===== src/rtl/flash_boot_loader.sv =====
// Boot loader: copies the flash reader's word stream into instruction memory,
// optionally verifies a zero-sum checksum, then releases the CPU from reset.
module flash_boot_loader #(
    parameter int WORDS    = 128,
    parameter int ADDR_W   = 7,
    parameter bit CHECK_EN = 1'b1
) (
    input  logic              CLK,
    input  logic              RST,
    input  logic [15:0]       DATA1,
    input  logic              NEW_DATA1,
    input  logic              FLASH_IDLE,
    output logic [ADDR_W-1:0] MEM_ADDR,
    output logic [15:0]       MEM_DATA,
    output logic              MEM_WE,
    output logic              CPU_RESET,
    output logic              DONE,
    output logic              ERROR,
    output logic [ADDR_W:0]   WORD_CNT
);

    localparam logic [ADDR_W:0] L_WORDS = (ADDR_W+1)'(WORDS);
    localparam logic [ADDR_W:0] L_ONE   = (ADDR_W+1)'(1);

    typedef enum logic [1:0] {
        ST_LOAD  = 2'd0,
        ST_CHECK = 2'd1,
        ST_RUN   = 2'd2,
        ST_FAIL  = 2'd3
    } state_t;

    state_t            r_state;
    state_t            w_state_nxt;
    logic              r_nd_prev;
    logic [15:0]       r_sum;
    logic [15:0]       w_sum_nxt;
    logic [ADDR_W:0]   r_cnt;
    logic [ADDR_W:0]   w_cnt_nxt;
    logic [ADDR_W-1:0] r_addr;
    logic [ADDR_W-1:0] w_addr_nxt;
    logic [15:0]       r_data;
    logic [15:0]       w_data_nxt;
    logic              r_we;
    logic              w_we_nxt;
    logic              r_done;
    logic              r_error;
    logic              r_cpu_reset;
    logic              w_edge;

    assign w_edge = NEW_DATA1 & ~r_nd_prev;

    // State register
    always_ff @(posedge CLK) begin
        if (RST) begin
            r_state <= ST_LOAD;
        end else begin
            r_state <= w_state_nxt;
        end
    end

    // Next-state and datapath decode; an edge in the same cycle as FLASH_IDLE is written first
    always_comb begin
        w_state_nxt = r_state;
        w_sum_nxt   = r_sum;
        w_cnt_nxt   = r_cnt;
        w_addr_nxt  = r_addr;
        w_data_nxt  = r_data;
        w_we_nxt    = 1'b0;
        case (r_state)
            ST_LOAD: begin
                if (w_edge && (r_cnt < L_WORDS)) begin
                    w_addr_nxt = r_cnt[ADDR_W-1:0];
                    w_data_nxt = DATA1;
                    w_we_nxt   = 1'b1;
                    w_cnt_nxt  = r_cnt + L_ONE;
                    w_sum_nxt  = r_sum + DATA1;
                end else begin
                    w_we_nxt   = 1'b0;
                end
                if (w_cnt_nxt >= L_WORDS) begin
                    w_state_nxt = ST_CHECK;
                end else if (FLASH_IDLE) begin
                    w_state_nxt = ST_FAIL;
                end else begin
                    w_state_nxt = ST_LOAD;
                end
            end
            ST_CHECK: begin
                if ((CHECK_EN == 1'b0) || (r_sum == 16'h0000)) begin
                    w_state_nxt = ST_RUN;
                end else begin
                    w_state_nxt = ST_FAIL;
                end
            end
            ST_RUN:  w_state_nxt = ST_RUN;
            ST_FAIL: w_state_nxt = ST_FAIL;
            default: w_state_nxt = ST_FAIL;
        endcase
    end

    // Datapath and status registers; status follows the state being entered
    always_ff @(posedge CLK) begin
        if (RST) begin
            r_nd_prev   <= 1'b0;
            r_sum       <= 16'h0000;
            r_cnt       <= '0;
            r_addr      <= '0;
            r_data      <= 16'h0000;
            r_we        <= 1'b0;
            r_done      <= 1'b0;
            r_error     <= 1'b0;
            r_cpu_reset <= 1'b1;
        end else begin
            r_nd_prev   <= NEW_DATA1;
            r_sum       <= w_sum_nxt;
            r_cnt       <= w_cnt_nxt;
            r_addr      <= w_addr_nxt;
            r_data      <= w_data_nxt;
            r_we        <= w_we_nxt;
            r_done      <= (w_state_nxt == ST_RUN);
            r_error     <= (w_state_nxt == ST_FAIL);
            r_cpu_reset <= (w_state_nxt != ST_RUN);
        end
    end

    assign MEM_ADDR  = r_addr;
    assign MEM_DATA  = r_data;
    assign MEM_WE    = r_we;
    assign CPU_RESET = r_cpu_reset;
    assign DONE      = r_done;
    assign ERROR     = r_error;
    assign WORD_CNT  = r_cnt;

endmodule


===== config.mk =====
export PLATFORM = sky130hd
export DESIGN_NAME = flash_boot_loader
export DESIGN_NICKNAME = d
export VERILOG_FILES = /design/src/rtl/flash_boot_loader.sv
export SDC_FILE = /design/constraint.sdc
export NUM_CORES = 1
export LEC_CHECK = 0
export ABC_AREA = 1
export CORE_MARGIN = 2
export CORE_UTILIZATION = 25
export DETAILED_ROUTE_END_ITERATION = 7
export DONT_BUFFER_PORTS = 1
export SYNTH_ARGS = -nofsm -noshare
export SYNTH_HDL_FRONTEND = slang
export SYNTH_SLANG_ARGS = --single-unit

===== constraint.sdc =====
create_clock -name CLK -period 3.2 [get_ports CLK]
set_input_delay 0.64 -clock CLK [delete_from_list [all_inputs] [get_ports CLK]]
set_output_delay 0.64 -clock CLK [all_outputs]
set_load 0.05 [all_outputs]

# Yosys cells after proc, flatten, opt, wreduce, memory -nomap -nowiden
# Index checks and enable logic that the tools add are counted.
# Widths: inputs -> output; s select.
# totals
regBits	54
inputBits	20
wordCells	35
# classes
addsub	2
order_cmp	2
n_eq_ne	6
n_mux	7
bitwise	3
n_reduce_logical	5
# ops
cell	n
$add 16x16->16	1
$logic_not 16->1	1
$mux 8	2
$add 8x1->8 const B	1
$eq 2x2->1 const B	4
$ge 8x8->1 const B	1
$lt 8x8->1 const B	1
$pmux 2 s4	1
$mux 2	2
$eq 2x1->1 const B	1
$logic_not 2->1	1
$mux 1	2
$ne 2x2->1 const B	1
$not 1->1	2
$reduce_and 2->1	1
$reduce_or 2->1	1
$and 1x1->1	1
$logic_and 1x1->1	1

# Depth between registers and ports, before layout
# logic_depth
ltp_word	9
ltp_mapped	11

# Worst setup path before layout
# OpenSTA, ideal clock, no wires.
# synth_path
path_kind	input to register
from	input DATA1[0]
to	register r_sum[8]
setup_ns	0.109
arrival_time_ns	1.895
required_ns	3.091
path_slack_ns	1.196
stages	9
cell_sequence	ha_1 > fa_1 > nand3_1 > nand3_1 > a21oi_1 > xor2_1 > nand2_1 > nand2_1 > inv_1
# synth_via
elab_chain_len	1
# synth_lines
element	line_no	source
from (decl)	10	input logic [15:0] DATA1,
$add 16x16->16	76	w_sum_nxt = r_sum + DATA1;
to (signal assigned)	115	r_sum <= w_sum_nxt;
to (decl)	35	logic [15:0] r_sum;
# No other way between the ends.
# A chain may end at the register's enable or synchronous reset.

# Worst setup path in the final report
# layout_path
from	register r_cnt[7], in the netlist WORD_CNT[7]
to	register r_sum[6]
# layout_via
elab_chain_len	3
# layout_lines
element	line_no	source
from (decl)	37	logic [ADDR_W:0] r_cnt;
from (signal assigned)	116	r_cnt <= w_cnt_nxt;
$lt 8x8->1	71	if (w_edge && (r_cnt < L_WORDS)) begin
$logic_and 1x1->1	71	
$reduce_and 2->1 (no line)	--	
# No other way between the ends.

==> metrics.log <==
INFO  metric worstHoldPathCells = 1
INFO  metric number_of_port_buffers = 0
INFO  metric post_synth.cell_area_avg = between 6 and 7 um2
INFO  metric clkSinkCount = 54
INFO  metric cts_resized = 0
INFO  metric clock-skew-final = approximately 4.3 ps
INFO  metric irDropWorstVdd = 0.3375 mV
INFO  metric slew-limit-headroom = 39.24%
INFO  metric worstPathMaxFanout = 35
INFO  metric crit_path_top_delay_cell = sky130_fd_sc_hd__dfxtp_1
INFO  metric synthesis.area = between 2000 and 3000 um2
INFO  metric hold_path.class = in2reg
INFO  metric synth_seq_area_share = 37.07%
INFO  metric grt_util_all_layers = between 10% and 20%
INFO  metric arrival = around 2500 ps
INFO  metric most_common_cell_after_layout_fill_and_taps_aside = sky130_fd_sc_hd__nand2_1
INFO  metric timing.rr.start = WORD_CNT[7]
INFO  metric route.antenna.remaining_nets = 0
INFO  metric htree_num_levels = 2
INFO  metric grt_use_met2 = 18.51%
INFO  metric initial_utilization = 25.54%
INFO  metric groute.layer.met3.usage = about 4.2%
INFO  metric design_area = 3216 um2
INFO  metric total_nets_after_synthesis = 473
INFO  metric hold_vio_cnt_final = 0
INFO  metric reg2reg_depth = 8
INFO  metric floorplan.io_pins = 55
INFO  metric grt_first_pass_wirelength = 11670 um
INFO  metric numCtsBuffers = 5
INFO  metric num-nets-final = 469
INFO  metric power.leakage = 1.545 nW
INFO  metric reg2reg_to = r_sum[6]
INFO  metric cts.path.max_buffers = 2
INFO  metric fin_crit_share = 71.28%
INFO  metric number_of_endpoints_failing_setup_at_the_final_stage = 0
INFO  metric status = finished clean
INFO  metric routed_wirelength_normalized_by_instance_count = approximately 12 um
INFO  metric start_kind = flip-flop
INFO  metric grt_antenna_before_repair = 0
INFO  metric via_per_inst = approximately 4.5
INFO  metric grt_busiest_layer = met2
INFO  metric fp.coreArea = 11420 um2
INFO  metric die_width = 112.0 um
INFO  metric rows = 39
INFO  metric number_of_global_route_vias_before_repair = 2396
INFO  metric post-route-drc-count = 0
INFO  metric dieArea = 12550 um2
INFO  metric drt_pre_antenna_iters = 4
INFO  metric slowest_delay = 640 ps
INFO  metric hold-path-endpoint = r_sum[2]
INFO  metric cts_tree = built
INFO  metric holdBufCountCts = 0
INFO  metric clkTransAtPathRegs = 70 ps
INFO  metric unrepaired_setup_endpoints_after_global_routing = no
INFO  metric drt-total-wl = roughly 7100 um
INFO  metric area_growth_syn_to_layout = 10.25%
INFO  metric worst_hold_startpoint = RST
INFO  metric r2r_setup_slack = 920 ps
INFO  metric place_area = 3043 um2
INFO  metric final_cell_mix = sky130_fd_sc_hd__nand2_1, sky130_fd_sc_hd__nor2_1, sky130_fd_sc_hd__inv_1, sky130_fd_sc_hd__dfxtp_1, sky130_fd_sc_hd__o21ai_0
INFO  metric cts.repair_timing.setup_buffer_count = 0
INFO  metric worstSkewPairLatency = 300 ps
INFO  metric cp_cell_sequence = inv_1 > nand3_4 > clkinv_2 > buf_4 > nor2_1 > nor2_1 > o21ai_1 > inv_1
INFO  metric finalWeightedCongestion = 0.9108
INFO  metric finalHoldWorstSlack = 413.6 ps
INFO  metric drtIter0Drc = between 100 and 150
INFO  metric grt_remaining_overflow = 0
INFO  metric period_minus_slack = 2281 ps
INFO  metric final_layout_size_suffix_gt1_share = 4.388%
INFO  metric max-cap-violations = 0
INFO  metric yosys_warnings = 0
INFO  metric power.density = 572.1 nW/um2
INFO  metric worstSetupPathType = reg2reg
INFO  metric netlist-cell-type-count = 31
INFO  metric totalNegativeSetupSlack = 0 ps
INFO  metric ys_ff_latch = 54
INFO  metric vias = 2570
INFO  metric timing.fmax = roughly 440 MHz
INFO  metric antenna_cells = 0
INFO  metric grt_max_degree = 36
INFO  metric drv_slew = 0
INFO  metric worst_pin_slew = between 900 and 1000 ps
INFO  metric timing.critical_path.from = WORD_CNT[7]
INFO  metric cp.required = approximately 3400 ps
INFO  metric cts.root.buffer_cell = sky130_fd_sc_hd__clkbuf_16
INFO  metric post_synth_inst_count = approximately 440
INFO  metric endpoint_kind = flip-flop
INFO  metric fp.dieH = ~110 um
INFO  metric hpwlAfterDp = roughly 5200 um
INFO  metric gr-usage-met1 = 14.84%
## worst max-delay path by stage
stage,endpoint,slack (ps)
CTS,r_sum[6],870
global placement,r_sum[6],960
detailed placement,r_sum[6],900
global route,r_sum[6],700
floorplan,r_sum[8],1200
finish,r_sum[6],920
## report_power, final
group          switching, mW  internal, mW  total (mW)
sequential             0.149         0.726       0.876
clock                  0.259         0.375       0.634
combinational          0.211         0.119       0.330
## synthesized netlist by cell type
cell type	number	area share, %
sky130_fd_sc_hd__a31oi_1	2	0.43
sky130_fd_sc_hd__o21a_1	1	0.26
sky130_fd_sc_hd__nand3_1	24	4.1
sky130_fd_sc_hd__nor3_2	1	0.34
sky130_fd_sc_hd__ha_1	16	6.9
sky130_fd_sc_hd__xnor2_1	2	0.60
sky130_fd_sc_hd__fa_1	1	0.69
sky130_fd_sc_hd__nand3_2	1	0.34
sky130_fd_sc_hd__nor2_1	76	9.8
sky130_fd_sc_hd__clkbuf_1	6	0.77
sky130_fd_sc_hd__buf_6	1	0.39
sky130_fd_sc_hd__nor2_2	3	0.64
sky130_fd_sc_hd__o211ai_1	1	0.26
sky130_fd_sc_hd__clkinv_2	1	0.17
sky130_fd_sc_hd__a21oi_1	24	4.1
sky130_fd_sc_hd__buf_4	2	0.51
sky130_fd_sc_hd__nand3_4	1	0.60
sky130_fd_sc_hd__and2_1	1	0.21
sky130_fd_sc_hd__nand3b_1	1	0.26
sky130_fd_sc_hd__buf_2	3	0.51
sky130_fd_sc_hd__or2_1	1	0.21
sky130_fd_sc_hd__nand2_1	93	12
sky130_fd_sc_hd__o21ai_1	3	0.51
sky130_fd_sc_hd__nor3_1	7	1.2
sky130_fd_sc_hd__xor2_1	4	1.2
sky130_fd_sc_hd__o21ai_0	32	5.5
sky130_fd_sc_hd__dfxtp_1	54	37
sky130_fd_sc_hd__nand4_1	4	0.86
sky130_fd_sc_hd__inv_1	67	8.6
sky130_fd_sc_hd__buf_1	1	0.13
sky130_fd_sc_hd__a211oi_2	2	0.86
## cells by family after synthesis
kind of cell / share of synthesized area, %
AOI/OAI and AO/OA: 11.93
xor gates and xnor gates: 1.802
adders and majority gates: 7.550
buffers and inverters: 11.11
DFF: 37.07
and+or+nand+nor: 30.55
## per-stage QoR
stage	total power [mW]	util, %	worst slack [ps]	cells
finish	1.840	28.16	919.1	576
global route	1.947	28.16	695.5	576
CTS	1.866	28.16	866.5	576
detailed placement	1.221	26.65	895.2	568
global placement	1.216	26.65	961.6	568
floorplan	1.153	-	1196	436
## registers in the layout, summed over array words and instances (netlist names), named ones only
name,flops
r_sum,16
MEM_DATA,16
CPU_RESET,1
MEM_ADDR,7
MEM_WE,1
r_state,2
DONE,1
r_nd_prev,1
ERROR,1
WORD_CNT,3
## per-layer routing
layer	share of wire (%)	vias to the layer above	wire [um]
met5	0	-	0
met4	0.79	0	56
met3	7.8	5	551
met2	45	68	3145
met1	47	1136	3308
li1	-	1361	-
## layout make-up
| class | instances | area [um2] |
|---|---|---|
| inverters | 68 | 256.5 |
| clock buffers | 5 | 125.1 |
| flip-flops and latches | 54 | 1081 |
| well taps | 143 | 178.9 |
| clock inverters | 3 | 47.55 |
| fillers | 1255 | 8203 |
| repair buffers | 2 | 15.01 |
| multi-input cells | 301 | 1511 |
## worst max-delay path: cells and delay by family (launching register included)
kind | cells | cell delay [ps]
buffers and inverters | 4 | 910
flip-flops | 1 | 640
AND/OR/NAND/NOR | 3 | 540
AO/OA/AOI/OAI | 1 | 70
(Power assumes the default switching activity.)
